**config.mk**
```make
export PLATFORM = sky130hd
export DESIGN_NAME = reorder_buffer
export DESIGN_NICKNAME = d
export VERILOG_FILES = /design/src/rtl/reorder_buffer_pkg.sv /design/src/rtl/reorder_buffer_query_port.sv /design/src/rtl/reorder_buffer.sv
export SDC_FILE = /design/constraint.sdc
export NUM_CORES = 2
export LEC_CHECK = 0
export ABC_AREA = 0
export ABC_CLOCK_PERIOD_IN_PS = 8300
export BUFFER_PORTS_ARGS = -buffer_cell sky130_fd_sc_hd__buf_2
export CAP_MARGIN = 20
export CORE_UTILIZATION = 55
export DETAILED_ROUTE_END_ITERATION = 7
export PLACE_DENSITY = 0.73
export SLEW_MARGIN = 40
export SYNTH_ARGS = -nofsm -noshare
export SYNTH_HDL_FRONTEND = slang
export SYNTH_SLANG_ARGS = --single-unit
```
**constraint.sdc**
```tcl
create_clock -name clk -period 8.3 [get_ports clk]
set_clock_uncertainty 0.05 [all_clocks]
set_input_delay 0 -clock clk [delete_from_list [all_inputs] [get_ports clk]]
set_output_delay 0 -clock clk [all_outputs]
set_load 0.03 [all_outputs]
```
**src/rtl/reorder_buffer_pkg.sv**
```systemverilog
`default_nettype none
// ============================================================================
// Module   : reorder_buffer_pkg
// Purpose  : Shared definitions for the reorder buffer:
//            - default ROB depth (log2) and data width
//            - instruction-type codes carried in each entry
//            - redirect address helper used on branch mispredict
// Ports    : none (package)
// Revision : 1.0 - initial release
// ============================================================================
package reorder_buffer_pkg;

  localparam int ROB_SIZE_WIDTH_DEFAULT = 3;
  localparam int XLEN                   = 32;

  // Instruction classes; the encodings reuse the RISC-V major opcodes so the
  // decoder can forward its opcode field unchanged.
  typedef enum logic [6:0] {
    I_TYPE = 7'b0010011,
    R_TYPE = 7'b0110011,
    B_TYPE = 7'b1100011,
    S_TYPE = 7'b0100011,
    L_TYPE = 7'b0000011,
    U_TYPE = 7'b0110111,
    J_TYPE = 7'b1101111
  } instr_type_e;

  // Refetch address after a mispredicted branch: the real outcome decides
  // between the taken target and the fall-through (wraps at 32 bits).
  function automatic logic [XLEN-1:0] redirect_pc(input logic            taken,
                                                  input logic [XLEN-1:0] pc,
                                                  input logic [XLEN-1:0] target);
    return taken ? target : (pc + 32'd4);
  endfunction

endpackage
`default_nettype wire

```
**src/rtl/reorder_buffer_query_port.sv**
```systemverilog
`default_nettype none
// ============================================================================
// Module   : reorder_buffer_query_port
// Purpose  : One decoder operand-lookup port of the reorder buffer.
//            Returns the value of a ROB entry when it is known, either from
//            the stored entry or bypassed from a result broadcast in the
//            current cycle (LSB broadcast has priority over RS broadcast).
//            Purely combinational.
// Ports    : qry_id        in   lookup tag
//            entry_ready   in   per-entry ready bits
//            entry_value   in   per-entry stored values
//            rs_*/lsb_*    in   result broadcasts of this cycle
//            qry_ok        out  value available
//            qry_val       out  value (0 when not available)
// Revision : 1.0 - initial release
// ============================================================================
module reorder_buffer_query_port
  import reorder_buffer_pkg::*;
#(
  parameter  int ROB_SIZE_WIDTH = ROB_SIZE_WIDTH_DEFAULT,
  localparam int ROB_SIZE       = 1 << ROB_SIZE_WIDTH
) (
  input  logic [ROB_SIZE_WIDTH-1:0]          qry_id,
  input  logic [ROB_SIZE-1:0]                entry_ready,
  input  logic [ROB_SIZE-1:0][XLEN-1:0]      entry_value,
  input  logic                               rs_ready,
  input  logic [ROB_SIZE_WIDTH-1:0]          rs_rob_id,
  input  logic [XLEN-1:0]                    rs_value,
  input  logic                               lsb_ready,
  input  logic [ROB_SIZE_WIDTH-1:0]          lsb_rob_id,
  input  logic [XLEN-1:0]                    lsb_value,
  output logic                               qry_ok,
  output logic [XLEN-1:0]                    qry_val
);

  always_comb begin
    qry_ok  = 1'b0;
    qry_val = '0;
    if (lsb_ready && (lsb_rob_id == qry_id)) begin
      qry_ok  = 1'b1;
      qry_val = lsb_value;
    end else if (rs_ready && (rs_rob_id == qry_id)) begin
      qry_ok  = 1'b1;
      qry_val = rs_value;
    end else if (entry_ready[qry_id]) begin
      qry_ok  = 1'b1;
      qry_val = entry_value[qry_id];
    end
  end

endmodule
`default_nettype wire

```
**src/rtl/reorder_buffer.sv**
```systemverilog
`default_nettype none
// ============================================================================
// Module   : reorder_buffer
// Purpose  : Circular reorder buffer. Allocates one entry per issued
//            instruction, captures RS/LSB result broadcasts by rob id,
//            retires at most one entry per cycle in program order, answers
//            two decoder operand lookups and flushes on branch mispredict.
// Config   : ROB_PERF_EN - when defined adds perf_commits/perf_mispredicts
//            wrapping counters; otherwise they do not exist.
// Ports    : clk, rst (async, active-low), rdy (global enable)
//            rob_full                  buffer has no free entry
//            issue_*                   allocation request at tail
//            tail_id                   id the next issue receives
//            rs_* / lsb_*              result broadcasts
//            qry_id1/2 -> qry_ok/val   operand lookups (combinational)
//            commit_*                  retirement, registered, 1-cycle valid
//            rob_clear, clear_pc       registered flush pulse + refetch pc
// Revision : 1.0 - initial release
// ============================================================================
module reorder_buffer
  import reorder_buffer_pkg::*;
#(
  parameter int ROB_SIZE_WIDTH = ROB_SIZE_WIDTH_DEFAULT
) (
`ifdef ROB_PERF_EN
  output logic [31:0]               perf_commits,
  output logic [31:0]               perf_mispredicts,
`endif
  input  logic                      clk,
  input  logic                      rst,
  input  logic                      rdy,
  output logic                      rob_full,
  input  logic                      issue_valid,
  input  logic [6:0]                issue_type,
  input  logic [4:0]                issue_rd,
  input  logic [XLEN-1:0]           issue_pc,
  input  logic [XLEN-1:0]           issue_target,
  input  logic                      issue_pred,
  input  logic                      issue_ready,
  input  logic [XLEN-1:0]           issue_value,
  output logic [ROB_SIZE_WIDTH-1:0] tail_id,
  input  logic                      rs_ready,
  input  logic [ROB_SIZE_WIDTH-1:0] rs_rob_id,
  input  logic [XLEN-1:0]           rs_value,
  input  logic                      lsb_ready,
  input  logic [ROB_SIZE_WIDTH-1:0] lsb_rob_id,
  input  logic [XLEN-1:0]           lsb_value,
  input  logic [ROB_SIZE_WIDTH-1:0] qry_id1,
  input  logic [ROB_SIZE_WIDTH-1:0] qry_id2,
  output logic                      qry_ok1,
  output logic                      qry_ok2,
  output logic [XLEN-1:0]           qry_val1,
  output logic [XLEN-1:0]           qry_val2,
  output logic                      commit_valid,
  output logic [ROB_SIZE_WIDTH-1:0] commit_rob_id,
  output logic [4:0]                commit_rd,
  output logic [XLEN-1:0]           commit_value,
  output logic                      rob_clear,
  output logic [XLEN-1:0]           clear_pc
);

  localparam int W        = ROB_SIZE_WIDTH;
  localparam int ROB_SIZE = 1 << W;
  localparam int CW       = W + 1;

  // Entry storage, one flat array per field, indexed by rob id.
  logic [ROB_SIZE-1:0]            busy_q,   busy_d;
  logic [ROB_SIZE-1:0]            ready_q,  ready_d;
  logic [ROB_SIZE-1:0]            pred_q,   pred_d;
  logic [ROB_SIZE-1:0][XLEN-1:0]  value_q,  value_d;
  logic [ROB_SIZE-1:0][XLEN-1:0]  pc_q,     pc_d;
  logic [ROB_SIZE-1:0][XLEN-1:0]  target_q, target_d;
  logic [ROB_SIZE-1:0][4:0]       rd_q,     rd_d;
  logic [ROB_SIZE-1:0][6:0]       type_q,   type_d;

  logic [W-1:0]     head_q,  head_d;
  logic [W-1:0]     tail_q,  tail_d;
  logic [CW-1:0]    count_q, count_d;

  // A mispredicted branch retires at edge N; flush_pending marks the cycle
  // between N and N+1 in which nothing issues or retires, and the flush
  // itself (with rob_clear) happens at N+1.
  logic             flush_pending_q, flush_pending_d;
  logic [XLEN-1:0]  flush_pc_q,      flush_pc_d;

  logic             commit_valid_q,  commit_valid_d;
  logic [W-1:0]     commit_rob_id_q, commit_rob_id_d;
  logic [4:0]       commit_rd_q,     commit_rd_d;
  logic [XLEN-1:0]  commit_value_q,  commit_value_d;
  logic             rob_clear_q,     rob_clear_d;
  logic [XLEN-1:0]  clear_pc_q,      clear_pc_d;

  logic             do_issue;
  logic             do_commit;
  logic             head_is_branch;
  logic             head_taken;
  logic             head_mispred;

  assign rob_full = (count_q == CW'(ROB_SIZE));

  always_comb begin
    busy_d          = busy_q;
    ready_d         = ready_q;
    pred_d          = pred_q;
    value_d         = value_q;
    pc_d            = pc_q;
    target_d        = target_q;
    rd_d            = rd_q;
    type_d          = type_q;
    head_d          = head_q;
    tail_d          = tail_q;
    count_d         = count_q;
    flush_pending_d = 1'b0;
    flush_pc_d      = flush_pc_q;
    commit_valid_d  = 1'b0;
    commit_rob_id_d = commit_rob_id_q;
    commit_rd_d     = commit_rd_q;
    commit_value_d  = commit_value_q;
    rob_clear_d     = 1'b0;
    clear_pc_d      = clear_pc_q;
    do_issue        = 1'b0;
    do_commit       = 1'b0;
    head_is_branch  = (type_q[head_q] == B_TYPE);
    head_taken      = value_q[head_q][0];
    head_mispred    = 1'b0;

    if (flush_pending_q) begin
      // Everything younger than the mispredicted branch is discarded,
      // including any issue attempted in this cycle.
      busy_d      = '0;
      ready_d     = '0;
      head_d      = '0;
      tail_d      = '0;
      count_d     = '0;
      rob_clear_d = 1'b1;
      clear_pc_d  = flush_pc_q;
    end else begin
      do_issue  = issue_valid && !rob_full;
      do_commit = busy_q[head_q] && ready_q[head_q];

      if (do_issue) begin
        busy_d[tail_q]   = 1'b1;
        ready_d[tail_q]  = issue_ready;
        value_d[tail_q]  = issue_value;
        type_d[tail_q]   = issue_type;
        rd_d[tail_q]     = issue_rd;
        pc_d[tail_q]     = issue_pc;
        target_d[tail_q] = issue_target;
        pred_d[tail_q]   = issue_pred;
        tail_d           = tail_q + W'(1);
      end

      // Captures are applied after the issue write so a broadcast aimed at
      // the entry being allocated wins over issue_ready/issue_value, and the
      // LSB capture is applied last so it wins over RS on a shared tag.
      if (rs_ready && (busy_q[rs_rob_id] || (do_issue && (rs_rob_id == tail_q)))) begin
        ready_d[rs_rob_id] = 1'b1;
        value_d[rs_rob_id] = rs_value;
      end
      if (lsb_ready && (busy_q[lsb_rob_id] || (do_issue && (lsb_rob_id == tail_q)))) begin
        ready_d[lsb_rob_id] = 1'b1;
        value_d[lsb_rob_id] = lsb_value;
      end

      if (do_commit) begin
        head_mispred    = head_is_branch && (head_taken != pred_q[head_q]);
        busy_d[head_q]  = 1'b0;
        ready_d[head_q] = 1'b0;
        head_d          = head_q + W'(1);
        commit_valid_d  = 1'b1;
        commit_rob_id_d = head_q;
        commit_value_d  = value_q[head_q];
        // Branches never write the register file.
        commit_rd_d     = head_is_branch ? 5'd0 : rd_q[head_q];
        if (head_mispred) begin
          flush_pending_d = 1'b1;
          flush_pc_d      = redirect_pc(head_taken, pc_q[head_q], target_q[head_q]);
        end
      end

      count_d = count_q + CW'(do_issue) - CW'(do_commit);
    end
  end

  always_ff @(posedge clk or negedge rst) begin
    if (!rst) begin
      busy_q          <= '0;
      ready_q         <= '0;
      pred_q          <= '0;
      value_q         <= '0;
      pc_q            <= '0;
      target_q        <= '0;
      rd_q            <= '0;
      type_q          <= '0;
      head_q          <= '0;
      tail_q          <= '0;
      count_q         <= '0;
      flush_pending_q <= 1'b0;
      flush_pc_q      <= '0;
      commit_valid_q  <= 1'b0;
      commit_rob_id_q <= '0;
      commit_rd_q     <= '0;
      commit_value_q  <= '0;
      rob_clear_q     <= 1'b0;
      clear_pc_q      <= '0;
    end else if (rdy) begin
      busy_q          <= busy_d;
      ready_q         <= ready_d;
      pred_q          <= pred_d;
      value_q         <= value_d;
      pc_q            <= pc_d;
      target_q        <= target_d;
      rd_q            <= rd_d;
      type_q          <= type_d;
      head_q          <= head_d;
      tail_q          <= tail_d;
      count_q         <= count_d;
      flush_pending_q <= flush_pending_d;
      flush_pc_q      <= flush_pc_d;
      commit_valid_q  <= commit_valid_d;
      commit_rob_id_q <= commit_rob_id_d;
      commit_rd_q     <= commit_rd_d;
      commit_value_q  <= commit_value_d;
      rob_clear_q     <= rob_clear_d;
      clear_pc_q      <= clear_pc_d;
    end
  end

  assign tail_id       = tail_q;
  assign commit_valid  = commit_valid_q;
  assign commit_rob_id = commit_rob_id_q;
  assign commit_rd     = commit_rd_q;
  assign commit_value  = commit_value_q;
  assign rob_clear     = rob_clear_q;
  assign clear_pc      = clear_pc_q;

`ifdef ROB_PERF_EN
  logic [31:0] perf_commits_q,     perf_commits_d;
  logic [31:0] perf_mispredicts_q, perf_mispredicts_d;

  always_comb begin
    perf_commits_d     = perf_commits_q     + {31'd0, do_commit};
    perf_mispredicts_d = perf_mispredicts_q + {31'd0, head_mispred};
  end

  always_ff @(posedge clk or negedge rst) begin
    if (!rst) begin
      perf_commits_q     <= '0;
      perf_mispredicts_q <= '0;
    end else if (rdy) begin
      perf_commits_q     <= perf_commits_d;
      perf_mispredicts_q <= perf_mispredicts_d;
    end
  end

  assign perf_commits     = perf_commits_q;
  assign perf_mispredicts = perf_mispredicts_q;
`endif

  reorder_buffer_query_port #(
    .ROB_SIZE_WIDTH (W)
  ) u_qry1 (
    .qry_id      (qry_id1),
    .entry_ready (ready_q),
    .entry_value (value_q),
    .rs_ready    (rs_ready),
    .rs_rob_id   (rs_rob_id),
    .rs_value    (rs_value),
    .lsb_ready   (lsb_ready),
    .lsb_rob_id  (lsb_rob_id),
    .lsb_value   (lsb_value),
    .qry_ok      (qry_ok1),
    .qry_val     (qry_val1)
  );

  reorder_buffer_query_port #(
    .ROB_SIZE_WIDTH (W)
  ) u_qry2 (
    .qry_id      (qry_id2),
    .entry_ready (ready_q),
    .entry_value (value_q),
    .rs_ready    (rs_ready),
    .rs_rob_id   (rs_rob_id),
    .rs_value    (rs_value),
    .lsb_ready   (lsb_ready),
    .lsb_rob_id  (lsb_rob_id),
    .lsb_value   (lsb_value),
    .qry_ok      (qry_ok2),
    .qry_val     (qry_val2)
  );

endmodule
`default_nettype wire

```
# Word level (Yosys, flattened, before mapping)
# Cells that the tools add are included.
# totals
out_inout_bits	144
elab_cells	209
reg_bits	1005
# classes
reduce_logical	27
n_eq_ne	9
mux	97
magnitude_cmp	10
addsub	5
n_bitwise	7
# op_table
cell	count
256-bit bitwise mux	5
256-bit 2-to-1 mux	5
32-bit binary-select mux with 3-bit select	5
32-bit 2-to-1 mux	15
32-bit demux with 3-bit select	3
8-bit 2-to-1 mux	12
56-bit bitwise mux	1
40-bit bitwise mux	1
32-bit by 3-bit adder with 32-bit output, second input constant	1
3-bit by 4-bit less-than comparator with 1-bit output, second input constant	6
8-bit OR	3
1-bit 2-to-1 mux	23
1-bit binary-select mux with 3-bit select	7
7-bit binary-select mux with 3-bit select	1
7-bit demux with 3-bit select	1
3-bit equality test	6
8-bit bitwise AND	2
8-bit bitwise mux	2
5-bit binary-select mux with 3-bit select	1
5-bit demux with 3-bit select	1
1-bit logical AND	15
5-bit 2-to-1 mux	3
7-bit 2-to-1 mux	2
1-bit demux with 3-bit select	4
17 further kinds	30

# Logic depth before layout (Yosys ltp)
# depth
ltp_word	16
mapped_depth	15

# By module
# A second synthesis with hierarchy kept.
# unflattened
cells_unflattened	5278
area_unflattened_um2	57816.7
# modules_own_cells
module	seq_area_each_um2	area_each_um2	instances	cells_each
reorder_buffer	25149.1	51871.0	1	4720
reorder_buffer_query_port	0.0	2972.9	2	279

# Least setup slack after synthesis
# No wires, ideal clock.
# synth_timing
path_kind	register to register
start	register count_q[2]
end	register pc_q[193] in the netlist's numbering
stages_incl_launch_ff	15
setup_slack_ps	4914
period_less_slack_ps	3386
t_arrival_ps	3211
required_time_ps	8125
path_cell_list	dfrtp_1 -> inv_1 -> ha_1 -> nor3b_1 -> and2b_1 -> inv_1 -> buf_2 -> nor2_1 -> and3_1 -> buf_4 -> and2_1 -> clkbuf_1 -> buf_2 -> buf_2 -> mux2_2
# synth_between
elab_chain_cells	4
# synth_lines
element	line	text
start: declaration	reorder_buffer.sv:78	logic [CW-1:0] count_q, count_d;
start signal: assignment	reorder_buffer.sv:217	count_q <= count_d;
4-bit equality test	reorder_buffer.sv:99	assign rob_full = (count_q == CW'(ROB_SIZE));
named net rob_full	reorder_buffer.sv:32	output logic rob_full,
1-bit zero test	reorder_buffer.sv:138	do_issue = issue_valid && !rob_full;
1-bit logical AND	reorder_buffer.sv:138	
3-bit AND reduction (no source line)	n/a	
end signal: assignment	reorder_buffer.sv:211	pc_q <= pc_d;
end: declaration	reorder_buffer.sv:71	logic [ROB_SIZE-1:0][XLEN-1:0] pc_q, pc_d;
# The timed path passes the listed nets, and every way through them passes these cells.
# A chain may end at the register's enable or synchronous reset.

# Worst setup path in the final report
# layout_timing
start	register head_q[1]
end	register flush_pc_q[30]
# layout_between
elab_chain_cells	5
elab_cells_between_ends	21
classes_between	1 x add/sub; 2 x eq/ne; 15 x mux; 3 x reduce/logical
# layout_lines
element	line	text
start: declaration	reorder_buffer.sv:76	logic [W-1:0] head_q, head_d;
start signal: assignment	reorder_buffer.sv:195	head_q <= '0;
start signal: assignment	reorder_buffer.sv:215	head_q <= head_d;
parallel branches: the longest is 5 deep, another holds 32-bit by 3-bit adder with 32-bit output	n/a	
end signal: assignment	reorder_buffer.sv:219	flush_pc_q <= flush_pc_d;
end: declaration	reorder_buffer.sv:84	logic [XLEN-1:0] flush_pc_q, flush_pc_d;
# Several ways; the timed one is not identified. The select of a mux whose other input is x is not followed.

==> results.py <==
metrics = {
    "final_layout": {
        "stdcell_area_um2": 66050,
        "fin_nets": 5768,
        "layout-drive-gt1-share_pct": 27.25,
        "area_growth_pct": 15.26,
    },
    "global_routing": {
        "grtUsageTotal_pct": 37.46,
        "grt_overflow": 0,
        "grt_max_degree": 142,
        "grt_pass1_wl_um": 303000,
        "grt_pass1_vias": 48466,
        "antenna_found_initial": 17,
    },
    "sta": {
        "worst_pin_slew_ps": 941.6,
        "final.setup.tns_ps": 0,
        "hold_viol": 0,
        "max_slew_margin_pct": 37.22,
        "setup_violations": 0,
        "rsz0062_at_grt": "false",
        "worst_slack_ps": 2969,
        "fin_crit_sh_pct": 64.23,
        "holdWs_ps": 67.16,
        "max_freq_ghz": 0.1876,
        "slew_viol_final": 0,
        "period_minus_slack_ps": 5331,
    },
    "clock_network": {
        "cts_inserted_buffers": 105,
        "cts_sinks": 1005,
        "clock_tree.root_cell": "clkbuf_16",
        "post_cts_buffers": 0,
        "htreeDepth": 3,
        "cts.path.max_buffers": 3,
        "clkLatencyLatePin_ps": 740,
        "cts_repair_resize_count": 0,
        "cts_tree": "done",
        "cts_hold_buf": 247,
        "clk_pin_slew_ps": 60,
    },
    "floorplanning": {
        "initial_core_util_pct": 55.45,
        "core_area_um2": 103300,
        "die_h_um": 324.8,
        "dieArea_um2": 105500,
        "fp-row-count": 118,
        "dieWidth_um": 324.8,
        "io_pins": 336,
    },
    "min_path": {
        "hold_path.class": "in2reg",
    },
    "critical_path": {
        "crit_path_end": "flush_pc_q[30]",
        "r2r_slack_ps": 2970,
        "critPathKind": "reg2reg",
        "cp.required_ps": 8860,
        "start_kind": "register",
        "crit_start": "head_q[1]",
        "end_kind": "register",
        "critPathArrivalTime_ps": 5890,
        "worstRegToRegCells": 14,
        "r2r-end": "flush_pc_q[30]",
        "cp_max_fo": 90,
        "timing.rr.start": "head_q[1]",
    },
    "yosys": {
        "ys.flop_type": "dfrtp_1",
        "syn-num-nets": 5546,
        "yosysTopAreaCellShare_pct": 43.89,
        "syn_area_um2": 57300,
        "ys_types": 90,
        "syn-instance-count": 5345,
        "synthArstFlopShare_pct": 100.0,
        "yosysWarningCount": 0,
        "syn_area_per_cell_um2": 10.72,
        "ys_seq_elements": 1005,
        "synth_top_cell_by_area": "dfrtp_1",
        "synth_area_leaders": "dfrtp_1 44%, mux2_2 13%, mux2i_1 7.0%",
        "ys_seq_area_share_pct": 43.89,
        "synth_edf_count": 0,
    },
    "power_and_ir_drop": {
        "switchingPower_mw": 9.562,
        "swShare_pct": 39.38,
        "pwr-share-clk_pct": 20.6,
        "irDropWorstVdd_uv": 294.0,
        "p_leak_nw": 30.23,
        "internal_power_mw": 14.72,
        "cellPowerDensity_nw_per_um2": 367.7,
        "pwr-share-seq_pct": 36.5,
        "pwr-share-comb_pct": 42.9,
    },
    "detailed_routing": {
        "wl_per_cell_um": 28.52,
        "drtPass1Iterations": 7,
        "vias_per_cell": 6.924,
        "drt-total-wl_um": 201000,
        "drc": 0,
        "vias": 48816,
        "drtIter0Drc": 6708,
        "postRouteAntennaNets": 0,
    },
    "placed_design": {
        "io_buffers": 335,
        "dp_slack_ps": 3137,
        "place_area_um2": 59720,
        "hpwl_um": 116700,
        "place.gp.congestion": 0.9219,
    },
    "flow_run": {
        "maxCapViolCount": 0,
    },
    "status": {
        "status": "complete, no violations",
    },
}
[final cells by class]
cell class | count | area [um^2]
Fill cell | 7995 | 37300
Multi-Input combinational cell | 3739 | 30010
Sequential cell | 1005 | 25160
Timing Repair Buffer | 690 | 5354
Clock buffer | 156 | 3049
Tap cell | 1380 | 1727
Clock inverter | 39 | 610.6
Inverter | 26 | 97.59
Antenna cell | 15 | 37.54
[synth_stat cells, types with 21 or more instances]
master,n
nand2_1,102
buf_2,54
a31oi_1,41
buf_1,98
inv_1,22
a211o_1,256
nor3_1,83
a221oi_1,96
mux4_2,167
mux2i_1,399
dfrtp_1,1005
a21oi_1,724
mux2_2,684
o22ai_1,25
a22o_1,65
nor2_1,673
a22oi_1,83
clkbuf_1,399
o21ai_0,67
nand3_1,21
[through the flow]
| stage | cells | total power, mW | util, % |
|---|---|---|---|
| after floorplan | 5345 | 15.47 | - |
| after global placement | 6576 | 18.21 | 57.39 |
| after detailed placement | 6590 | 18.66 | 57.78 |
| after CTS | 7032 | 23.97 | 63.73 |
| after global routing | 7041 | 25.33 | 63.88 |
| final | 7050 | 24.28 | 63.91 |
[per-layer routing]
layer	wire [um]	global-route usage (%)
met1	73670	48.29
met2	90120	56.73
met3	23850	9.899
met4	13300	22.63
met5	90	0
[cells by family after synthesis]
group / synth area share (%)
AOI/OAI and AO/OA: 16.50
buffers and inverters: 4.387
DFF: 43.89
adders and majority gates: 0.2096
xor gates and xnor gates: 0.5197
muxes: 26.99
and+or+nand+nor: 7.503
[worst max-delay path, cell delays in order, from the launching register on]
cell      delay (ps)
dfrtp_4          830
buf_12           280
buf_12           470
nor2b_1          790
buf_4            360
a221oi_1         100
o22a_1           280
inv_1             60
ha_1             190
o21ai_2          100
nor4_4           540
nand3_2          320
or3_1            420
a31oi_1          170
a21oi_1           80
[registers in the layout, indices dropped and copies added, names as in the netlist, 4 cells and up]
| signal | count |
|---|---|
| ready_q | 8 |
| type_q | 56 |
| commit_rd | 5 |
| busy_q | 8 |
| pred_q | 8 |
| commit_value | 32 |
| value_q | 256 |
| rd_q | 40 |
| pc_q | 256 |
| count_q | 4 |
| clear_pc | 32 |
| target_q | 256 |
| flush_pc_q | 32 |
[worst min-delay path by stage]
stage,from,cells after the start,slack [ps],endpoint
after floorplan,rst,0,-350,busy_q[0]
after global placement,rst,1,-0.7,value_q[42]
after detailed placement,rst,1,-1,value_q[106]
after CTS,rs_rob_id[2],5,40,value_q[226]
after global routing,rs_rob_id[2],5,100,value_q[231]
final,issue_pc[25],3,70,pc_q[25]
[power groups by stage]
stage	logic [mW]	clock network [mW]	registers (mW)
final	10.4	5.01	8.86
after global routing	11.0	5.22	9.07
after CTS	10.2	5.03	8.74
after detailed placement	9.85	0	8.80
after global placement	9.52	0	8.69
after floorplan	7.18	0	8.29
[layout by cell type, fill, tap and decap left out, types with 22 or more instances in the layout]
cell type         n
a211o_1         256
a21oi_1         724
a221oi_1         95
a22o_1           65
a22oi_1          83
a31oi_1          41
buf_2           332
buf_4            62
buf_6            31
clkbuf_1         28
clkbuf_16       105
clkbuf_8         23
dfrtp_1        1002
dlygate4sd3_1   246
inv_1            22
mux2_2          684
mux2i_1         397
mux4_2          167
nand2_1          98
nor2_1          657
nor3_1           74
o21ai_0          67
o22ai_1          25
Power figures use the tool's default switching activity.
